===== config.mk =====
export PLATFORM = sky130hd
export DESIGN_NAME = onehot_decoder_sequencer
export DESIGN_NICKNAME = d
export VERILOG_FILES = /design/src/rtl/onehot_decoder_sequencer_pkg.sv /design/src/rtl/onehot_decoder_sequencer_sync_fifo.sv /design/src/rtl/onehot_decoder_sequencer.sv
export SDC_FILE = /design/constraint.sdc
export NUM_CORES = 1
export LEC_CHECK = 0
export ABC_AREA = 1
export ABC_CLOCK_PERIOD_IN_PS = 2250
export BUFFER_PORTS_ARGS = -buffer_cell sky130_fd_sc_hd__clkbuf_2
export CORE_MARGIN = 4
export CORE_UTILIZATION = 39
export DETAILED_ROUTE_END_ITERATION = 12
export SYNTH_ARGS = -nofsm -noshare
export SYNTH_HDL_FRONTEND = slang
export SYNTH_SLANG_ARGS = --single-unit

===== constraint.sdc =====
create_clock -name clk -period 2.25 [get_ports clk]
set_input_delay 0.1125 -clock clk [delete_from_list [all_inputs] [get_ports clk]]
set_output_delay 0.1125 -clock clk [all_outputs]
set_load 0.005 [all_outputs]

===== src/rtl/onehot_decoder_sequencer_pkg.sv =====
// onehot_decoder_sequencer_pkg: shared state encoding and width helper
package onehot_decoder_sequencer_pkg;
  typedef enum logic [1:0] {ST_IDLE = 2'd0, ST_HOLD = 2'd1, ST_GAP = 2'd2} state_t;
  function automatic int clog2(input int v);
    int r = 0;
    while ((1 << r) < v) r++;
    return r;
  endfunction
endpackage


===== src/rtl/onehot_decoder_sequencer_sync_fifo.sv =====
// sync_fifo: power-of-two circular queue with occupancy count
module sync_fifo
  import onehot_decoder_sequencer_pkg::*;
#(
  parameter int WIDTH = 2,
  parameter int DEPTH = 4
) (
  input  logic                    clk,
  input  logic                    rst,
  input  logic                    push_i,
  input  logic                    pop_i,
  input  logic [WIDTH-1:0]        din_i,
  output logic [WIDTH-1:0]        dout_o,
  output logic                    full_o,
  output logic                    empty_o,
  output logic [clog2(DEPTH):0]   level_o
);
  localparam int AW = clog2(DEPTH);
  logic [WIDTH-1:0] mem_q [DEPTH];
  logic [AW-1:0] wr_q, rd_q;
  logic [AW:0] level_q;
  logic wp, rp;
  assign wp = push_i && !full_o;
  assign rp = pop_i && !empty_o;
  assign full_o = level_q == (AW+1)'(DEPTH);
  assign empty_o = level_q == '0;
  assign dout_o = mem_q[rd_q];
  assign level_o = level_q;
  // pointers wrap naturally because DEPTH is a power of two
  always_ff @(posedge clk) begin
    if (rst) begin
      wr_q <= '0;
      rd_q <= '0;
      level_q <= '0;
    end else begin
      if (wp) wr_q <= wr_q + 1'b1;
      if (rp) rd_q <= rd_q + 1'b1;
      level_q <= level_q + {{AW{1'b0}}, wp && !rp} - {{AW{1'b0}}, rp && !wp};
    end
  end
  // storage needs no reset; only entries below level are ever read
  always_ff @(posedge clk) begin
    if (wp) mem_q[wr_q] <= din_i;
  end
endmodule


===== src/rtl/onehot_decoder_sequencer.sv =====
// onehot_decoder_sequencer: queue binary indices and replay them as timed one-hot pulses
module onehot_decoder_sequencer
  import onehot_decoder_sequencer_pkg::*;
#(
  parameter int IN_W  = 2,
  parameter int DEPTH = 4,
  parameter int HOLD  = 3,
  parameter int GAP   = 1,
  localparam int OUT_W = 2 ** IN_W
) (
  input  logic                  clk,
  input  logic                  rst,
  input  logic                  in_valid,
  input  logic [IN_W-1:0]       in_idx,
  output logic                  in_ready,
  output logic [OUT_W-1:0]      out,
  output logic                  out_valid,
  output logic                  busy,
  output logic [clog2(DEPTH):0] level
);
  localparam int MX = HOLD > GAP ? HOLD : GAP;
  localparam int CW = clog2(MX) < 1 ? 1 : clog2(MX);
  state_t state_q;
  logic [CW-1:0] cnt_q;
  logic [OUT_W-1:0] out_q;
  logic out_valid_q;
  logic [IN_W-1:0] head;
  logic full, empty, cnt_done, load;
  sync_fifo #(.WIDTH(IN_W), .DEPTH(DEPTH)) u_fifo (
    .clk(clk), .rst(rst), .push_i(in_valid && in_ready), .pop_i(load), .din_i(in_idx),
    .dout_o(head), .full_o(full), .empty_o(empty), .level_o(level)
  );
  assign cnt_done = cnt_q == '0;
  // a new pulse starts from idle, at the end of a gap, or back-to-back when there is no gap
  assign load = !empty && (state_q == ST_IDLE ||
                (cnt_done && (state_q == ST_GAP || (state_q == ST_HOLD && GAP == 0))));
  assign in_ready = !full;
  assign out = out_q;
  assign out_valid = out_valid_q;
  assign busy = state_q != ST_IDLE || !empty;
  // sequencer: hold each pattern HOLD cycles, then GAP zero cycles, then next entry
  always_ff @(posedge clk) begin
    if (rst) begin
      state_q <= ST_IDLE;
      cnt_q <= '0;
      out_q <= '0;
      out_valid_q <= 1'b0;
    end else if (load) begin
      state_q <= ST_HOLD;
      cnt_q <= CW'(HOLD - 1);
      out_q <= OUT_W'(1) << head;
      out_valid_q <= 1'b1;
    end else if (state_q != ST_IDLE && !cnt_done) begin
      cnt_q <= cnt_q - 1'b1;
    end else if (state_q == ST_HOLD) begin
      state_q <= GAP > 0 ? ST_GAP : ST_IDLE;
      cnt_q <= GAP > 0 ? CW'(GAP - 1) : '0;
      out_q <= '0;
      out_valid_q <= 1'b0;
    end else if (state_q == ST_GAP) begin
      state_q <= ST_IDLE;
    end
  end
endmodule


==> impl_results.md, run 1 <==
* Port bufs at 14
* Layout cell share with drive strength beyond 1 at 0.232
* Wire per inst at 9.67 µm
* Core Region at 0.00308 mm²
* DR iter-0 viols at 13
* Period utilization at 0.931
* Ports at 15
* Worst VDD drop at 0.406 mV
* RSZ-0062 raised after global routing: false
* Worst skew pair latency at 0.32 ns
* Cell area after synthesis at ~0.0013 mm²
* Syn Inst Count at 149
* Post-synth top flop: dfxtp_1
* Final Max Slew Viols at 0
* Layout Nets at between 150 and 200
* Most common cell in the synthesized netlist: nand2_1
* # rows at 20
* DP HPWL at 1.62 mm
* Sequential-to-total area share from yosys stat at 0.472
* DRC at 0
* Global-route wire length before repair at 3.63 mm
* H-Tree Level Count at 1
* Via-to-Cell Ratio at 4.40
* Drt pass-1 iters at 4
* Synth async-reset ratio at 0
* Final ANT Viol Nets at 0
* Die height at 65.1 µm
* Internal power at roughly 1100 µW
* Commonest cells in the netlist: 33 x nand2_1, 25 x inv_1, 18 x dfxtp_1
* Final number of setup-violating endpoints at 0
* Largest fanout on the critical path at 8
* Final hold viol count at 0
* Vias in the first global route at 867
* Gr usage total at 0.109
* CTS tree: built
* Via count at around 930
* Highest Clock Rate at 478 MHz
* Post-synth EDFFs at 8
* Post-Syn Area per Cell at 8.53 µm²
* Placed Area at 0.00138 mm²
* Logic gate share of total power at 0.432
* Die ar. at 0.00424 mm²
* Sw Ratio at 0.388
* Pwr Density at 1200 mW/mm²
* Num CTS Buffers at 3
* N_diodes at 0
* Root Driver: clkbuf_4
* Crit Path Class: reg2reg
* Setup tns final at 0 ns
* Worst min-delay path class: in2reg
* Top area cells in the synthesized netlist: dfxtp_1 28%, edfxtp_1 19%, ha_1 9.8%, nand2_1 9.7%, inv_1 7.4%
* Sink Count at 26
* Setup Skew at 0.00171 ns
* Minimum period implied by the final worst setup slack at 2.09 ns
* Status: complete, no violations
* Clock network fraction of design power at 0.177
* Worst EP required at ~2.5 ns
* Crit path arrival time at 2.36 ns
* Max_slew headroom at 0.803
* Leakage at about 0.00067 µW
* Worst Hold Path Cells at 2
* Initial Util at 0.413
* Switching power at approximately 700 µW
* Final GP Congestion at 0.798
* Syn nets at between 150 and 200
* Gr ovfl total at 0
* Synth Warn # at 0
* Maxcap violations at 0
* Pin count of the biggest net entering global routing at 16
* Die Span X at 65.1 µm
* Least-Margin Pin Slew at roughly 0.30 ns
* Area grow syn2layout at 17.6%
* Post-synth cell types at 24
* CP Capture Type: flop
* Top-area cell type share of the netlist area at 0.283
* Final instance area at 0.00150 mm²
* Crit start category: flop
* Register-to-Register Path Depth at 14
* Clk buf depth at 2
* Initial antenna violation count at 0
* Routed WL at 2.05 mm
* Post-synth top area cell: dfxtp_1
* Clk slew on worst S/H paths at 0.14 ns
* Seq pwr share at 0.391
* Flops & latches, synth at 26
==> logic make-up (layout without fill, tap and decap cells) <==
| group | count (synthesis) | count (layout) | synth area share |
|---|---|---|---|
| adder cells (fa/ha/maj) | 11 | 11 | 0.114 |
| flip-flops | 26 | 26 | 0.472 |
| XOR/XNOR | 1 | 1 | 0.00689 |
| buffers and inverters | 28 | 47 | 0.0896 |
| AO/OA/AOI/OAI | 19 | 19 | 0.0827 |
| AND/OR/NAND/NOR | 64 | 64 | 0.234 |
==> cells in the final DEF (no fill, tap or decap), types with 3 or more instances in the layout <==
| cell | Yosys | routed |
|---|---|---|
| nor2_1 | 10 | 10 |
| clkbuf_2 | 0 | 14 |
| edfxtp_1 | 8 | 8 |
| clkbuf_4 | 0 | 3 |
| nand3_1 | 11 | 11 |
| a21oi_1 | 11 | 11 |
| ha_1 | 10 | 8 |
| dfxtp_1 | 18 | 14 |
| nand2_1 | 33 | 32 |
| dfxtp_2 | 0 | 4 |
| inv_1 | 25 | 23 |
| o21ai_0 | 4 | 4 |
| nand2_2 | 3 | 4 |
==> path summary, 6_finish.rpt <==
kind,to,from,slack (ns)
min,out[3],rst,0.08
min reg2reg,out[1],out[1],0.47
max reg2reg,u_fifo.level_o[2],state_q[1],0.16
max,u_fifo.level_o[2],state_q[1],0.16
==> critical path: stages (launching register included) <==
cell and delay, ns:
dfxtp_2 0.40, inv_2 0.06, ha_4 0.16, inv_1 0.06, nand2_2 0.07, nand2_4 0.11, a21oi_1 0.05, ha_1 0.26
inv_1 0.06, ha_1 0.14, inv_1 0.05, fa_1 0.34, inv_1 0.07, o21ai_0 0.08, a21oi_1 0.12
==> layer usage <==
metal  global-route usage  vias to the layer above  part of all wire
met1                0.143                      409              0.52
met4               0.0466                        0            0.0073
met3               0.0256                        2             0.032
met2                0.171                       12              0.44
met5                    0                        -                 0
li1                     -                      509                 -
==> state kept, by name, indices dropped and copies added, names as in the netlist, named ones only <==
signal	count
u_fifo.level_o	3
u_fifo.rd_q	2
u_fifo.mem_q	8
out	4
state_q	2
out_valid	1
u_fifo.wr_q	2
cnt_q	2
==> stage by stage <==
step	setup WS, ns	power, µW	utilization	instances	hold WS [ns]
2_1_floorplan	0.241	1270	-	149	0.211
3_3_place_gp	0.150	1440	0.448	205	0.348
3_5_place_dp	0.0773	1450	0.448	205	0.347
4_1_cts	0.0317	1780	0.472	211	0.0723
5_1_grt	0.00620	1980	0.486	212	0.0806
6_report	0.156	1790	0.486	212	0.0811
==> area by class of cell <==
cell class,instances,area [µm²]
inverters,26,100
clock buffers,3,22.5
clock inverters,1,30.0
flip-flops and latches,26,606
well taps,44,55.1
multi-input cells,95,584
fillers,310,1580
repair buffers,17,97.6
==> power by group through the flow <==
stage	Sequential [µW]	Clock, µW	Combinational, µW
finish	699	317	773
global route	720	350	907
CTS	691	329	757
detailed placement	703	0	748
global placement	697	0	747
floorplan	692	0	576
==> repair_timing <==
item                                    4_1_cts  5_1_grt
endpoints found under the setup margin        0        2
hold buffers                                  2        0
resized for setup                             0       12
hold endpoints to repair                      8        0
setup buffers                                 0        1
Power figures use the tool's default switching activity.
==> run 2, diff against run 1 <==
- CELL_PAD_IN_SITES_DETAIL_PLACEMENT: default -> 0
- CELL_PAD_IN_SITES_GLOBAL_PLACEMENT: default -> 1
- PLACE_DENSITY_LB_ADDON: default -> 0.1
==> run 2 against run 1 <==
Effect of this change:
- via count is 1.8% higher
- first-iteration DRC count grew 120%
- sequential share of layout area rose by 0.81 points
- power fell by 3.6%
- sequential cell count unchanged
- routed wire length increased by 10%
- global-route usage rose by 0.96 points
- register-to-register slack improved by 0.03 ns
- non-clock buffer count unchanged
- combinational power up 7.4%
- final cell count is the same
- highest routed layer unchanged
==> impl_results.md, run 2 (synthesis gave the netlist of run 1 again) <==
* Status: complete, no violations
* Via count at 949 (+1.8%)
* Worst EP required at 2.51 ns (about the same)
* Crit Path Class: reg2reg
* Placed insts at 205 (unchanged)
* Layout cell share with drive strength beyond 1 at 0.226 (-0.00595)
* Largest register FFs at 8 (unchanged)
* Worst Hold Path Cells at 1 (-1)
* Multi-input logic area at 586 µm² (+0.21%)
* Post-Route Utilization at 0.477 (-0.00854)
* Min-Delay Startpoint: in_idx[1]
* Num CTS Buffers at 3 (unchanged)
* # rows at 20 (unchanged)
* Reg2reg end: u_fifo.level_o[2]
* Setup Skew at 0.00376 ns (+0.00205 ns)
* Clk slew on worst S/H paths at 0.14 ns (about the same)
* Least-Margin Pin Slew at 0.293 ns (-0.00273 ns)
* Final GP Congestion at 0.701 (-12%)
* Core Region at 0.00308 mm² (unchanged)
* Leakage at 0.000655 µW (-1.8%)
* Pin count of the biggest net entering global routing at 15 (-1)
* Filler cells at 310 (unchanged)
* Wire per inst at 10.7 µm (+10%)
* Largest fanout on the critical path at 6 (-2)
* Max_slew headroom at 0.805 (+0.00182)
* Gr ovfl total at 0 (unchanged)
* Crit start category: flop
* Gr usage total at 0.119 (+0.00963)
* Most flop-heavy register: u_fifo.mem_q
* Ports at 15 (unchanged)
* Final Max Slew Viols at 0 (unchanged)
* Minimum period implied by the final worst setup slack at 2.07 ns (-0.0268 ns)
* Worst Hold End: u_fifo.mem_q[2][1]
* Flop2flop setup slack at 0.18 ns (+0.03 ns)
* Drt pass-1 iters at 3 (-1)
* Layout Nets at 185 (unchanged)
* Sink Count at 26 (unchanged)
* Period utilization at 0.919 (-0.0119)
* Die height at 65.1 µm (unchanged)
* Most frequent cells in the layout: 33 x nand2_1, 23 x inv_1, 15 x dfxtp_1
* Vias in the first global route at 894 (+3.1%)
* Routing usage on met1 at 0.141 (-0.00276)
* Via-to-Cell Ratio at 4.48 (+1.8%)
* DR iter-0 viols at 28 (+15)
* Routed WL at 2.26 mm (+10%)
* Die ar. at 0.00424 mm² (unchanged)
* Initial antenna violation count at 0 (unchanged)
* Total power at 1730 µW (-3.6%)
* Worst VDD drop at 0.555 mV (+37%)
* DRC at 0 (unchanged)
* DP HPWL at 1.73 mm (+6.9%)
* Clk buf depth at 2 (unchanged)
* Met2 Use GR at 0.209 (+0.0383)
* N_diodes at 0 (unchanged)
* Final ANT Viol Nets at 0 (unchanged)
* Final number of setup-violating endpoints at 0 (unchanged)
* Register-to-Register Path Depth at 14 (unchanged)
* Area grow syn2layout at 15.6%
* Worst min-delay path class: in2reg
* RSZ-0062 raised after global routing: false
* Root Driver: clkbuf_4
* Post-Layout Cell Count at 212 (unchanged)
* Busiest grt layer: met2
* Initial Util at 0.413 (unchanged)
* Crit path arrival time at 2.32 ns (-0.04 ns)
* Final hold viol count at 0 (unchanged)
* Worst skew pair latency at 0.31 ns (about the same)
* Pwr Density at 1170 mW/mm² (-1.9%)
* Die Span X at 65.1 µm (unchanged)
* Setup tns final at 0 ns (unchanged)
* CP Capture Type: flop
* Register Area at 607 µm² (+0.21%)
* Worst R2R Start: cnt_q[0]
* Port bufs at 14 (unchanged)
* Highest Clock Rate at 484 MHz (+1.3%)
* CTS tree: built
* Global-route wire length before repair at 3.92 mm (+8.0%)
* H-Tree Level Count at 1 (unchanged)
* Maxcap violations at 0 (unchanged)
* GR Layer Usage met3 at 0.0291 (+0.00342)
* Most common cell after layout, fill and taps aside: nand2_1
==> run 2: worst max path at each step <==
stage	start	to	cells after the start
floorplan	state_q[0]	u_fifo.level_o[2]	14
global placement	state_q[1]	u_fifo.level_o[2]	14
detailed placement	state_q[0]	u_fifo.level_o[2]	14
CTS	state_q[0]	u_fifo.level_o[2]	14
global route	state_q[0]	u_fifo.level_o[2]	14
finish	cnt_q[0]	u_fifo.level_o[2]	14
==> run 2: where the power goes <==
group | switching, µW | total [µW] | internal, µW
combinational | 497 | 830 | 333
clock | 133 | 198 | 64.8
sequential | 89.3 | 697 | 608
total | 720 | 1730 | 1010
==> run 2: critical path, stage by stage, from the launching register on <==
cell,delay (ns)
dfxtp_2,0.36
inv_1,0.04
ha_1,0.21
nand2_1,0.06
nand2_1,0.08
nand2_4,0.10
a21oi_2,0.04
ha_1,0.26
inv_1,0.06
ha_1,0.13
inv_1,0.04
fa_1,0.35
inv_1,0.07
o21ai_0,0.08
a21oi_1,0.13
==> run 2: metrics by stage <==
step / setup slack [ns] / instance area, µm² / hold slack [ns]
floorplan: 0.241 / 1270 / 0.211
global placement: 0.160 / 1380 / 0.343
detailed placement: 0.0380 / 1380 / 0.348
CTS: 0.00429 / 1410 / 0.0104
global route: 0.0135 / 1470 / 0.00975
finish: 0.183 / 1470 / 0.0153
==> run 2: repair_timing <==
item | in CTS | in global routing
gates resized for setup | 0 | 12
endpoints found under the hold margin | 0 | 4
setup buffers | 0 | 2
setup endpoints to repair | 0 | 2
hold buffers | 0 | 1
==> run 2: per-layer routing <==
metal / vias to the layer above / wire [µm] / share of wire
met5: - / 0 / 0
met4: 0 / 29 / 0.013
met3: 4 / 74 / 0.033
met2: 13 / 1080 / 0.48
met1: 425 / 1080 / 0.48
li1: 507 / - / -
==> run 2: cell type report <==
| type | instances | area share |
|---|---|---|
| Clock inverter | 1 | 0.00256 |
| Multi-Input combinational cell | 95 | 0.399 |
| Clock buffer | 3 | 0.0153 |
| Timing Repair Buffer | 17 | 0.0647 |
| Tap cell | 44 | 0.0375 |
| Inverter | 26 | 0.0681 |
| Sequential cell | 26 | 0.413 |
==> run 3, diff against run 2 <==
- CORE_UTILIZATION: 39 -> 42
==> run 3 against run 2 <==
Effect of this change:
- clock power is 2% lower
- core utilization is 3.4 points higher
- sequential cell count stayed put
- die area is 6.3% lower
- non-clock buffer count is 1 higher
- critical path depth stayed put
- fmax is 0.42% lower
==> impl_results.md, run 3 (synthesis gave the netlist of run 1 again) <==
* Final ANT Viol Nets at 0 (unchanged)
* Status: complete, no violations
* Setup Skew at 0.00694 ns (+0.00318 ns)
* Placed insts at 192 (-6.3%)
* Layout cell share with drive strength beyond 1 at 0.237 (+0.0105)
* Worst VDD drop at 0.583 mV (+4.9%)
* Final instance area at 0.00145 mm² (-1.4%)
* Most common cell after layout, fill and taps aside: nand2_1
* Pwr Density at 1200 mW/mm² (+2.2%)
* Die ar. at 0.00397 mm² (-6.3%)
* Pin count of the biggest net entering global routing at 15 (unchanged)
* Gr usage total at 0.122 (+0.00355)
* Highest Clock Rate at 482 MHz (-0.42%)
* Vias in the first global route at 925 (+3.5%)
* CP Capture Type: flop
* Crit start category: flop
* Max_slew headroom at 0.807 (+0.00202)
* Crit Path Class: reg2reg
* Wire per inst at 11.1 µm (+4.5%)
* Worst min-delay path class: in2reg
* Final number of setup-violating endpoints at 0 (unchanged)
* Num CTS Buffers at 3 (unchanged)
* Root Driver: clkbuf_4
* RSZ-0062 raised after global routing: false
* Die height at 63.0 µm (-3.2%)
* Worst skew pair latency at 0.31 ns (about the same)
* Maxcap violations at 0 (unchanged)
* H-Tree Level Count at 1 (unchanged)
* Gr ovfl total at 0 (unchanged)
* Initial antenna violation count at 0 (unchanged)
* DR iter-0 viols at 28 (unchanged)
* # rows at 19 (-5.0%)
* Port bufs at 14 (unchanged)
* Drt pass-1 iters at 5 (+2)
* Area grow syn2layout at 13.9%
* Core Region at 0.00283 mm² (-8.1%)
* Worst hold margin at 0.0203 ns (+0.00500 ns)
* Clk buf depth at 2 (unchanged)
* Placed Area at 0.00136 mm² (-1.2%)
* Setup tns final at 0 ns (unchanged)
* DP HPWL at 1.76 mm (+1.4%)
* Most frequent cells in the layout: 32 x nand2_1, 24 x inv_1, 15 x dfxtp_1
* Leakage at 0.000658 µW (+0.54%)
* Total power at 1740 µW (+0.71%)
* Die Span X at 63.0 µm (-3.2%)
* Initial Util at 0.449 (+0.0364)
* Routed WL at 2.23 mm (-1.4%)
* Post-Layout Cell Count at 200 (-5.7%)
* Final Max Slew Viols at 0 (unchanged)
* Ports at 15 (unchanged)
* Least-Margin Pin Slew at 0.290 ns (-0.00303 ns)
* Crit path arrival time at 2.33 ns (about the same)
* DRC at 0 (unchanged)
* Global-route wire length before repair at 3.88 mm (-1.1%)
* Clk slew on worst S/H paths at 0.13 ns (about the same)
* Most flop-heavy register: u_fifo.mem_q
* Minimum period implied by the final worst setup slack at 2.08 ns (+0.00879 ns)
* Largest register FFs at 8 (unchanged)
* Worst EP required at 2.50 ns (about the same)
* Largest fanout on the critical path at 6 (unchanged)
* Via-to-Cell Ratio at 4.77 (+6.4%)
* Final hold viol count at 0 (unchanged)
* Layout Nets at 186 (+0.54%)
* Via count at 953 (+0.42%)
* Final GP Congestion at 0.716 (+2.2%)
* Period utilization at 0.923 (+0.00390)
* CTS tree: built
* N_diodes at 0 (unchanged)
* Sink Count at 26 (unchanged)
-- run 3: final cells by class --
type | instances | area (µm²)
inverter | 26 | 100
tap | 31 | 38.8
multi-input combinational | 95 | 578
fill | 294 | 1380
clock buffer | 3 | 22.5
sequential | 26 | 604
timing repair buffer | 18 | 100
clock inverter | 1 | 3.75
-- run 3: path summary, 6_finish.rpt --
path         startpoint  slack (ns)            endpoint  depth (start not counted)
max          state_q[0]        0.17   u_fifo.level_o[2]                         14
min           in_idx[1]        0.02  u_fifo.mem_q[3][1]                          1
max reg2reg  state_q[0]        0.17   u_fifo.level_o[2]                         14
min reg2reg      out[1]        0.47              out[1]                          2
-- run 3: per-stage QoR --
step | util | setup slack [ns]
after floorplan | - | 0.241
after global placement | 0.482 | 0.160
after detailed placement | 0.482 | 0.0641
after CTS | 0.491 | 0.0276
after global routing | 0.512 | 0.0237
final | 0.512 | 0.174
-- run 3: repair_timing --
action                                  in CTS  in global routing
hold buffers                                 0                  0
setup buffers                                0                  4
resized for setup                            0                 10
endpoints found under the hold margin        0                  0
endpoints found under the setup margin       0                  2
-- run 3: layer usage --
metal	GRT usage	share of wire	up-vias
li1	-	-	512
met1	0.160	0.49	419
met2	0.196	0.46	20
met3	0.0234	0.038	2
met4	0.0496	0.0085	0
met5	0	0	-
-- run 3: where the power goes --
part           switching [µW]  internal [µW]  total [µW]  leakage [µW]
Combinational             493            354         846      0.000420
Clock                     130           64.9         194     0.0000154
Sequential               89.1            608         697      0.000223
Total                     711           1030        1740      0.000658
-- run 3: critical path, cell delays in order (launching register included) --
cell and delay [ns]:
dfxtp_2 0.36, inv_4 0.07, ha_2 0.19, nand2_1 0.07, nand2_2 0.07, nand2_4 0.07
a21oi_2 0.11, ha_1 0.23, inv_1 0.06, ha_1 0.13, inv_1 0.05, fa_1 0.35
inv_1 0.07, o21ai_0 0.08, a21oi_1 0.11
